[config.mk]
export PLATFORM = sky130hd
export DESIGN_NAME = pipeline_hazard_controller
export DESIGN_NICKNAME = d
export VERILOG_FILES = /design/src/rtl/pipeline_hazard_controller_pkg.sv /design/src/rtl/pipeline_hazard_match_unit.sv /design/src/rtl/pipeline_hazard_controller.sv
export SDC_FILE = /design/constraint.sdc
export NUM_CORES = 1
export LEC_CHECK = 0
export ABC_AREA = 0
export CELL_PAD_IN_SITES_DETAIL_PLACEMENT = 1
export CELL_PAD_IN_SITES_GLOBAL_PLACEMENT = 1
export CORE_MARGIN = 2
export CORE_UTILIZATION = 36
export CTS_BUF_LIST = sky130_fd_sc_hd__clkbuf_16
export DETAILED_ROUTE_END_ITERATION = 16
export HOLD_SLACK_MARGIN = 0.05
export PLACE_DENSITY_LB_ADDON = 0.1
export SLEW_MARGIN = 20
export SYNTH_ARGS = -nofsm -noshare
export SYNTH_HDL_FRONTEND = slang
export SYNTH_HIERARCHICAL = 1
export SYNTH_SLANG_ARGS = --single-unit
[constraint.sdc]
create_clock -name Clk -period 3.76 [get_ports Clk]
set_input_delay 0.376 -clock Clk [delete_from_list [all_inputs] [get_ports Clk]]
set_output_delay 0.376 -clock Clk [all_outputs]
set_load 0.01 [all_outputs]
[src/rtl/pipeline_hazard_controller_pkg.sv]
// Shared encodings for the pipeline hazard controller.
// Optional forwarding is selected by the HAZ_FORWARD_EN macro.
package pipeline_hazard_controller_pkg;

  localparam logic [1:0] FWD_RF  = 2'b00;
  localparam logic [1:0] FWD_EX  = 2'b01;
  localparam logic [1:0] FWD_MEM = 2'b10;
  localparam logic [1:0] FWD_WB  = 2'b11;

  localparam int STALL_CNT_W = 16;
  localparam int MD_CNT_W    = 4;

  typedef enum logic {
    ST_RUN     = 1'b0,
    ST_MD_BUSY = 1'b1
  } hz_state_t;

endpackage

[src/rtl/pipeline_hazard_match_unit.sv]
// Per-operand match and forwarding-source selection (hazard_match_unit).
// HAZ_FORWARD_EN selects real forwarding; otherwise the source is always the regfile.
module hazard_match_unit
  import pipeline_hazard_controller_pkg::*;
(
  input  logic [4:0] operand,
  input  logic       operand_used,
  input  logic [4:0] ex_reg,
  input  logic       ex_rf_enable,
  input  logic       ex_load,
  input  logic [4:0] mem_reg,
  input  logic       mem_rf_enable,
  input  logic [4:0] wb_reg,
  input  logic       wb_rf_enable,
  output logic [1:0] fwd_sel,
  output logic       load_hit,
  output logic       any_hit
);

  logic ex_match;
  logic mem_match;
  logic wb_match;

  assign ex_match  = operand_used && ex_rf_enable  && (ex_reg  != 5'd0) && (ex_reg  == operand);
  assign mem_match = operand_used && mem_rf_enable && (mem_reg != 5'd0) && (mem_reg == operand);
  assign wb_match  = operand_used && wb_rf_enable  && (wb_reg  != 5'd0) && (wb_reg  == operand);

  assign load_hit = ex_match && ex_load;
  assign any_hit  = ex_match || mem_match || wb_match;

  always_comb begin
    fwd_sel = FWD_RF;
`ifdef HAZ_FORWARD_EN
    // A load result is not ready in EX, so fall through to older stages.
    if (ex_match && !ex_load) fwd_sel = FWD_EX;
    else if (mem_match)       fwd_sel = FWD_MEM;
    else if (wb_match)        fwd_sel = FWD_WB;
`endif
  end

endmodule

[src/rtl/pipeline_hazard_controller.sv]
// Stall/flush/forwarding control with a HI/LO multiply-divide busy tracker.
// Build with HAZ_FORWARD_EN for forwarding; without it every RAW match stalls.
module pipeline_hazard_controller
  import pipeline_hazard_controller_pkg::*;
#(
  parameter int unsigned MULDIV_LAT = 4
)
(
  input  logic                   Clk,
  input  logic                   Reset,
  input  logic [4:0]             ID_RS,
  input  logic [4:0]             ID_RT,
  input  logic                   ID_USES_RT,
  input  logic                   ID_MULDIV,
  input  logic                   ID_READS_HILO,
  input  logic                   ID_BRANCH_TAKEN,
  input  logic [4:0]             EX_REG,
  input  logic [4:0]             MEM_REG,
  input  logic [4:0]             WB_REG,
  input  logic                   EX_RF_ENABLE,
  input  logic                   MEM_RF_ENABLE,
  input  logic                   WB_RF_ENABLE,
  input  logic                   EX_LOAD_INSTR,
  output logic                   PC_LE,
  output logic                   IF_ID_LE,
  output logic                   IF_ID_FLUSH,
  output logic                   ID_EX_NOP,
  output logic [1:0]             FWD_A,
  output logic [1:0]             FWD_B,
  output logic                   MULDIV_BUSY,
  output logic [STALL_CNT_W-1:0] STALL_CNT
);

  localparam logic [MD_CNT_W-1:0] MD_LOAD = MD_CNT_W'(MULDIV_LAT - 1);

  hz_state_t              state_q, state_d;
  logic [MD_CNT_W-1:0]    md_cnt_q, md_cnt_d;
  logic                   busy_q, busy_d;
  logic [STALL_CNT_W-1:0] stall_cnt_q, stall_cnt_d;

  logic rs_load_hit, rs_any_hit;
  logic rt_load_hit, rt_any_hit;
  logic hilo_hazard;
  logic stall;

  hazard_match_unit u_match_rs (
    .operand       (ID_RS),
    .operand_used  (1'b1),
    .ex_reg        (EX_REG),
    .ex_rf_enable  (EX_RF_ENABLE),
    .ex_load       (EX_LOAD_INSTR),
    .mem_reg       (MEM_REG),
    .mem_rf_enable (MEM_RF_ENABLE),
    .wb_reg        (WB_REG),
    .wb_rf_enable  (WB_RF_ENABLE),
    .fwd_sel       (FWD_A),
    .load_hit      (rs_load_hit),
    .any_hit       (rs_any_hit)
  );

  hazard_match_unit u_match_rt (
    .operand       (ID_RT),
    .operand_used  (ID_USES_RT),
    .ex_reg        (EX_REG),
    .ex_rf_enable  (EX_RF_ENABLE),
    .ex_load       (EX_LOAD_INSTR),
    .mem_reg       (MEM_REG),
    .mem_rf_enable (MEM_RF_ENABLE),
    .wb_reg        (WB_REG),
    .wb_rf_enable  (WB_RF_ENABLE),
    .fwd_sel       (FWD_B),
    .load_hit      (rt_load_hit),
    .any_hit       (rt_any_hit)
  );

  // The unit is treated as idle while reset is held, even before the flop clears.
  assign hilo_hazard = busy_q && !Reset && (ID_MULDIV || ID_READS_HILO);

  always_comb begin
    stall = rs_load_hit || rt_load_hit || hilo_hazard;
`ifndef HAZ_FORWARD_EN
    stall = stall || rs_any_hit || rt_any_hit;
`endif
  end

  assign PC_LE       = !stall;
  assign IF_ID_LE    = !stall;
  assign ID_EX_NOP   = stall;
  assign IF_ID_FLUSH = ID_BRANCH_TAKEN && !stall;
  assign MULDIV_BUSY = busy_q;
  assign STALL_CNT   = stall_cnt_q;

  always_comb begin
    state_d     = state_q;
    md_cnt_d    = md_cnt_q;
    stall_cnt_d = stall_cnt_q;
    case (state_q)
      ST_RUN: begin
        if (ID_MULDIV && !stall) begin
          state_d  = ST_MD_BUSY;
          md_cnt_d = MD_LOAD;
        end
      end
      ST_MD_BUSY: begin
        if (md_cnt_q == '0) state_d = ST_RUN;
        else                md_cnt_d = md_cnt_q - 1'b1;
      end
      default: state_d = ST_RUN;
    endcase
    busy_d = (state_d == ST_MD_BUSY);
    if (stall && (stall_cnt_q != '1)) stall_cnt_d = stall_cnt_q + 1'b1;
  end

  always_ff @(posedge Clk) begin
    if (Reset) begin
      state_q     <= ST_RUN;
      md_cnt_q    <= '0;
      busy_q      <= 1'b0;
      stall_cnt_q <= '0;
    end else begin
      state_q     <= state_d;
      md_cnt_q    <= md_cnt_d;
      busy_q      <= busy_d;
      stall_cnt_q <= stall_cnt_d;
    end
  end

endmodule

# Word-level counts from Yosys, hierarchy flattened
# Index checks and enable logic that the tools add are counted.
# totals
reg_bits,21
input_bits,35
# op_classes
bitwise,1
n_reduce_logical,38
n_eq_ne,9
muxes,6
n_addsub,2
# ops
cell,count
$eq 5x5->1,6
$logic_and 1x1->1,22
$add 16x1->16 const B,1
$ne 16x16->1 const B,1
$reduce_bool 5->1,3
$logic_or 1x1->1,9
$mux 4,2
$pmux 4 s2,1
$logic_not 4->1,1
$ne 2x2->1 const B,2
$sub 4x1->4 const B,1
$logic_not 1->1,2
$mux 1,2
$pmux 1 s2,1
$reduce_and 2->1,1
$not 1->1,1

# Depth between registers and ports, before layout
# logic_depth
ltp_word,12
depth_mapped,10
ltp_nobuf,9

# Hierarchy
# The synthesis kept the hierarchy.
# by_module_without_submodules
module,instances,area_each_um2,seq_area_each_um2,cells_per_inst
pipeline_hazard_controller,1,1262.5,420.4,134
hazard_match_unit,2,256.5,0.0,36

# Worst setup path before layout
# Ideal clock, no wire load.
# synth_path
path_kind,input to output
start,input port EX_REG[2]
end,output port IF_ID_FLUSH
t_required_ps,3384
path_slack_ps,1438
path_stages,9
path_buffers,2
arrival_ps,1946
path_cell_list,nor4_2 -> nor2_1 -> o2111ai_2 -> o211ai_1 -> nor4_1 -> o21a_4 -> buf_6 -> buf_6 -> and2_1
# synth_between
elab_cells_between_ends,19
# synth_lines
item,line_no,text
start: declaration,pipeline_hazard_controller.sv:17,"input logic [4:0] EX_REG,"
$reduce_bool 5->1,pipeline_hazard_match_unit.sv:24,assign ex_match = operand_used && ex_rf_enable && (ex_reg != 5'd0) && (ex_reg == operand);
$logic_and 1x1->1,pipeline_hazard_match_unit.sv:24,
$logic_and 1x1->1 *,pipeline_hazard_match_unit.sv:24,
$logic_or 1x1->1 * (2 in a row),pipeline_hazard_match_unit.sv:29,assign any_hit = ex_match || mem_match || wb_match;
named net rs_any_hit,pipeline_hazard_controller.sv:41,"logic rs_load_hit, rs_any_hit;"
$logic_or 1x1->1 * (2 in a row),pipeline_hazard_controller.sv:82,stall = stall || rs_any_hit || rt_any_hit;
$logic_not 1->1 *,-,
named net IF_ID_LE,pipeline_hazard_controller.sv:25,"output logic IF_ID_LE,"
$logic_and 1x1->1 *,pipeline_hazard_controller.sv:89,assign IF_ID_FLUSH = ID_BRANCH_TAKEN && !stall;
end: declaration,pipeline_hazard_controller.sv:26,"output logic IF_ID_FLUSH,"
# Mark *: on every way through the listed nets, which the timed path passes. The rest lies on a longest branch.

# Worst setup path in the final report
# layout_path
start,input port EX_REG[2]
end,output port IF_ID_FLUSH
# layout_between
elab_cells_between_ends,19
# layout_lines
item,line_no
$reduce_bool 5->1,pipeline_hazard_match_unit.sv:24
$logic_and 1x1->1,pipeline_hazard_match_unit.sv:24
$logic_and 1x1->1 *,pipeline_hazard_match_unit.sv:24
$logic_or 1x1->1 * (2 in a row),pipeline_hazard_match_unit.sv:29
named net rs_any_hit,pipeline_hazard_controller.sv:41
$logic_or 1x1->1 * (2 in a row),pipeline_hazard_controller.sv:82
$logic_not 1->1 *,pipeline_hazard_controller.sv:89
$logic_and 1x1->1 *,pipeline_hazard_controller.sv:89
# Marks and branches as above.

==> results.ini <==
[placement]
numPortBuffers=55
dp_slack_ps=355
place_congestion=0.754
hpwl_mm=3.80
dpl-instance-area_sq_um=2330

[sta]
period_minus_slack_ps=3370
post-route-period-util_pct=89.7
layout_setup_ws_ps=385
fmax_mhz=296
clock_skew_ps=6.50
finalSetupTns_ps=0
hold_viol_final=0
rsz0062_at_grt=no
finalSetupViolations=0
drv_slew=0

[logic_synthesis]
synth_seq_cells=21
synth_top_area_cell=dfxtp_1
async_flop_share_pct=0
synth.area.top_cells=dfxtp_1, xnor2_1, xor2_1
synth_top_area_share_pct=23.7
syn_area_sq_um=1780
yosys_warnings=6
yosysUniqueCellTypes=46
seq_area_frac_synth_pct=23.7
synth_edf_count=0
postSynthAreaPerCell_sq_um=8.62
syn-instance-count=206
synth-main-ff-cell=dfxtp_1

[detailed_routing]
routed_via_density=5.22
drt-initial-drc-count=38
drtAntennaViolNets=0
firstDrtPassIters=4
wl_per_cell_um=14.4
drt_wl_total_mm=4.70
vias=1706
drc=0

[final_layout]
fillers=572
nets=298
drive_gt1_share_pct=11.9
multi_input_area_sq_um=1210
syn_to_final_growth_pct=35.5
fin_util_pct=50.6
fin_area_sq_um=2410
seq_area_sq_um=420
antenna_cells=0

[worst_setup_path]
rr_startpoint=STALL_CNT[0]
worstSetupStartpoint=EX_REG[2]
worst_ep_arrival_time_ps=3000
critPathCaptureType=primary output
required_ps=3380
start_kind=input pin
path_max_fanout=17
critPathKind=input pin to primary output

[die]
die_width_um=74.2
row_count=25
die_h_um=74.2
fp.coreArea_sq_um=4750
io_pins=60
dieArea_sq_um=5510
initial_core_util_pct=37.3

[power_and_ir_drop]
p_clk_share_pct=36.8
swShare_pct=27.7
switching_power_mw=0.173
pwr-share-comb_pct=25.6
peakVddDrop_uv=182
leakagePower_nw=0.823
cellInternalPower_mw=0.452
power_per_cell_area_nw_per_um2=260
p_seq_share_pct=37.6

[global_route]
grt_pass1_wl_mm=7.97
grt_max_degree=28
grt_overflow=0
track_usage_pct=18.0
first_global_vias=1725
antenna_found_initial=0

[cts]
post_cts_buffers=0
cts_tree=built
hold_buffers=0
clkSlewWorstSetupHoldPaths_ps=60
cts_resized=0
clockBufferDepth=2
clk-insertion-delay-late_ps=250
cts_max_level=1
cts_made_buffers=3
clockRootBuffer=clkbuf_16
numClockSinks=21

[min_path]
hold_class=flip-flop to flip-flop
min_from=md_cnt_q[0]

[flow_run]
maxCapViolations=0

[status]
outcome=finished clean

flip-flops by register name, indices dropped and copies added, names as in the netlist:
name         count
STALL_CNT       16
md_cnt_q         4
MULDIV_BUSY      1
synth_stat cells (5+ instances only):
cell	count
nor3_1	5
nand2_1	10
inv_1	11
buf_6	5
nor2b_1	6
nor2_1	16
nor4_1	7
buf_4	5
xor2_1	13
nand4_1	8
o31ai_1	6
nor4_2	7
or4_1	6
mux2_4	5
dfxtp_1	21
xnor2_1	13
a21oi_1	14
metrics by stage:
stage          std cells  hold slack (ps)  total power, mW
6_report             327              506            0.625
5_1_grt              327              535            0.655
4_1_cts              327              515            0.631
3_5_place_dp         323              504            0.400
3_3_place_gp         323              487            0.398
2_1_floorplan        210              459            0.327
worst max-delay path, stage by stage:
cell and delay (ps):
clkdlybuf4s50_1 510, nor4_2 310, nor2_1 90, o2111ai_2 190, o211ai_1 110, nor4_1 430
o21a_4 300, and2_1 150, clkdlybuf4s50_1 520
logic make-up after synthesis:
family                     after synthesis  share of synthesized area, %
other                                    3                         0.634
adders and majority gates                2                          1.41
and+or+nand+nor                         86                          32.0
muxes                                    6                          4.86
xor gates and xnor gates                26                          12.8
DFF                                     21                          23.7
AOI/OAI and AO/OA                       39                          15.4
buffers and inverters                   23                          9.16
worst paths after layout:
| kind | end | slack [ps] | cells after the start |
|---|---|---|---|
| worst max-delay path | IF_ID_FLUSH | 390 | 9 |
| worst min-delay path | md_cnt_q[0] | 510 | 2 |
| worst max register to register | STALL_CNT[11] | 1710 | 6 |
| worst min register to register | md_cnt_q[0] | 510 | 2 |
final cells by class:
| type | count | share of cell area, % |
|---|---|---|
| clock buffers | 3 | 3.12 |
| clock inverters | 1 | 0.208 |
| inverters | 11 | 1.72 |
| multi-input cells | 166 | 50.2 |
| flip-flops and latches | 21 | 17.5 |
| well taps | 67 | 3.48 |
| repair buffers | 58 | 23.8 |
placed cells by master, fill, tap and decap left out, drive strengths merged, types with 7 or more instances in the layout:
master / count
nor3: 7
xnor2: 13
conb: 7
xor2: 13
dfxtp: 21
nand2: 10
clkdlybuf4s50: 55
nor2: 16
a21oi: 14
nor4: 15
inv: 11
nand4: 9
power by group through the flow:
stage / Combinational (mW) / Clock (mW) / Sequential, mW
finish: 0.160 / 0.230 / 0.235
global placement: 0.158 / 0 / 0.240
global route: 0.175 / 0.244 / 0.236
CTS: 0.161 / 0.234 / 0.235
floorplan: 0.0873 / 0 / 0.240
detailed placement: 0.160 / 0 / 0.240
routing by layer:
metal | vias up | wire [um] | global-route usage, %
met3 | 4 | 133 | 2.71
li1 | 853 | - | -
met4 | 0 | 47 | 4.17
met1 | 815 | 2200 | 23.5
met2 | 34 | 2320 | 31.5
met5 | - | 0 | 0
Note: power is estimated with default switching activity, not from simulation.
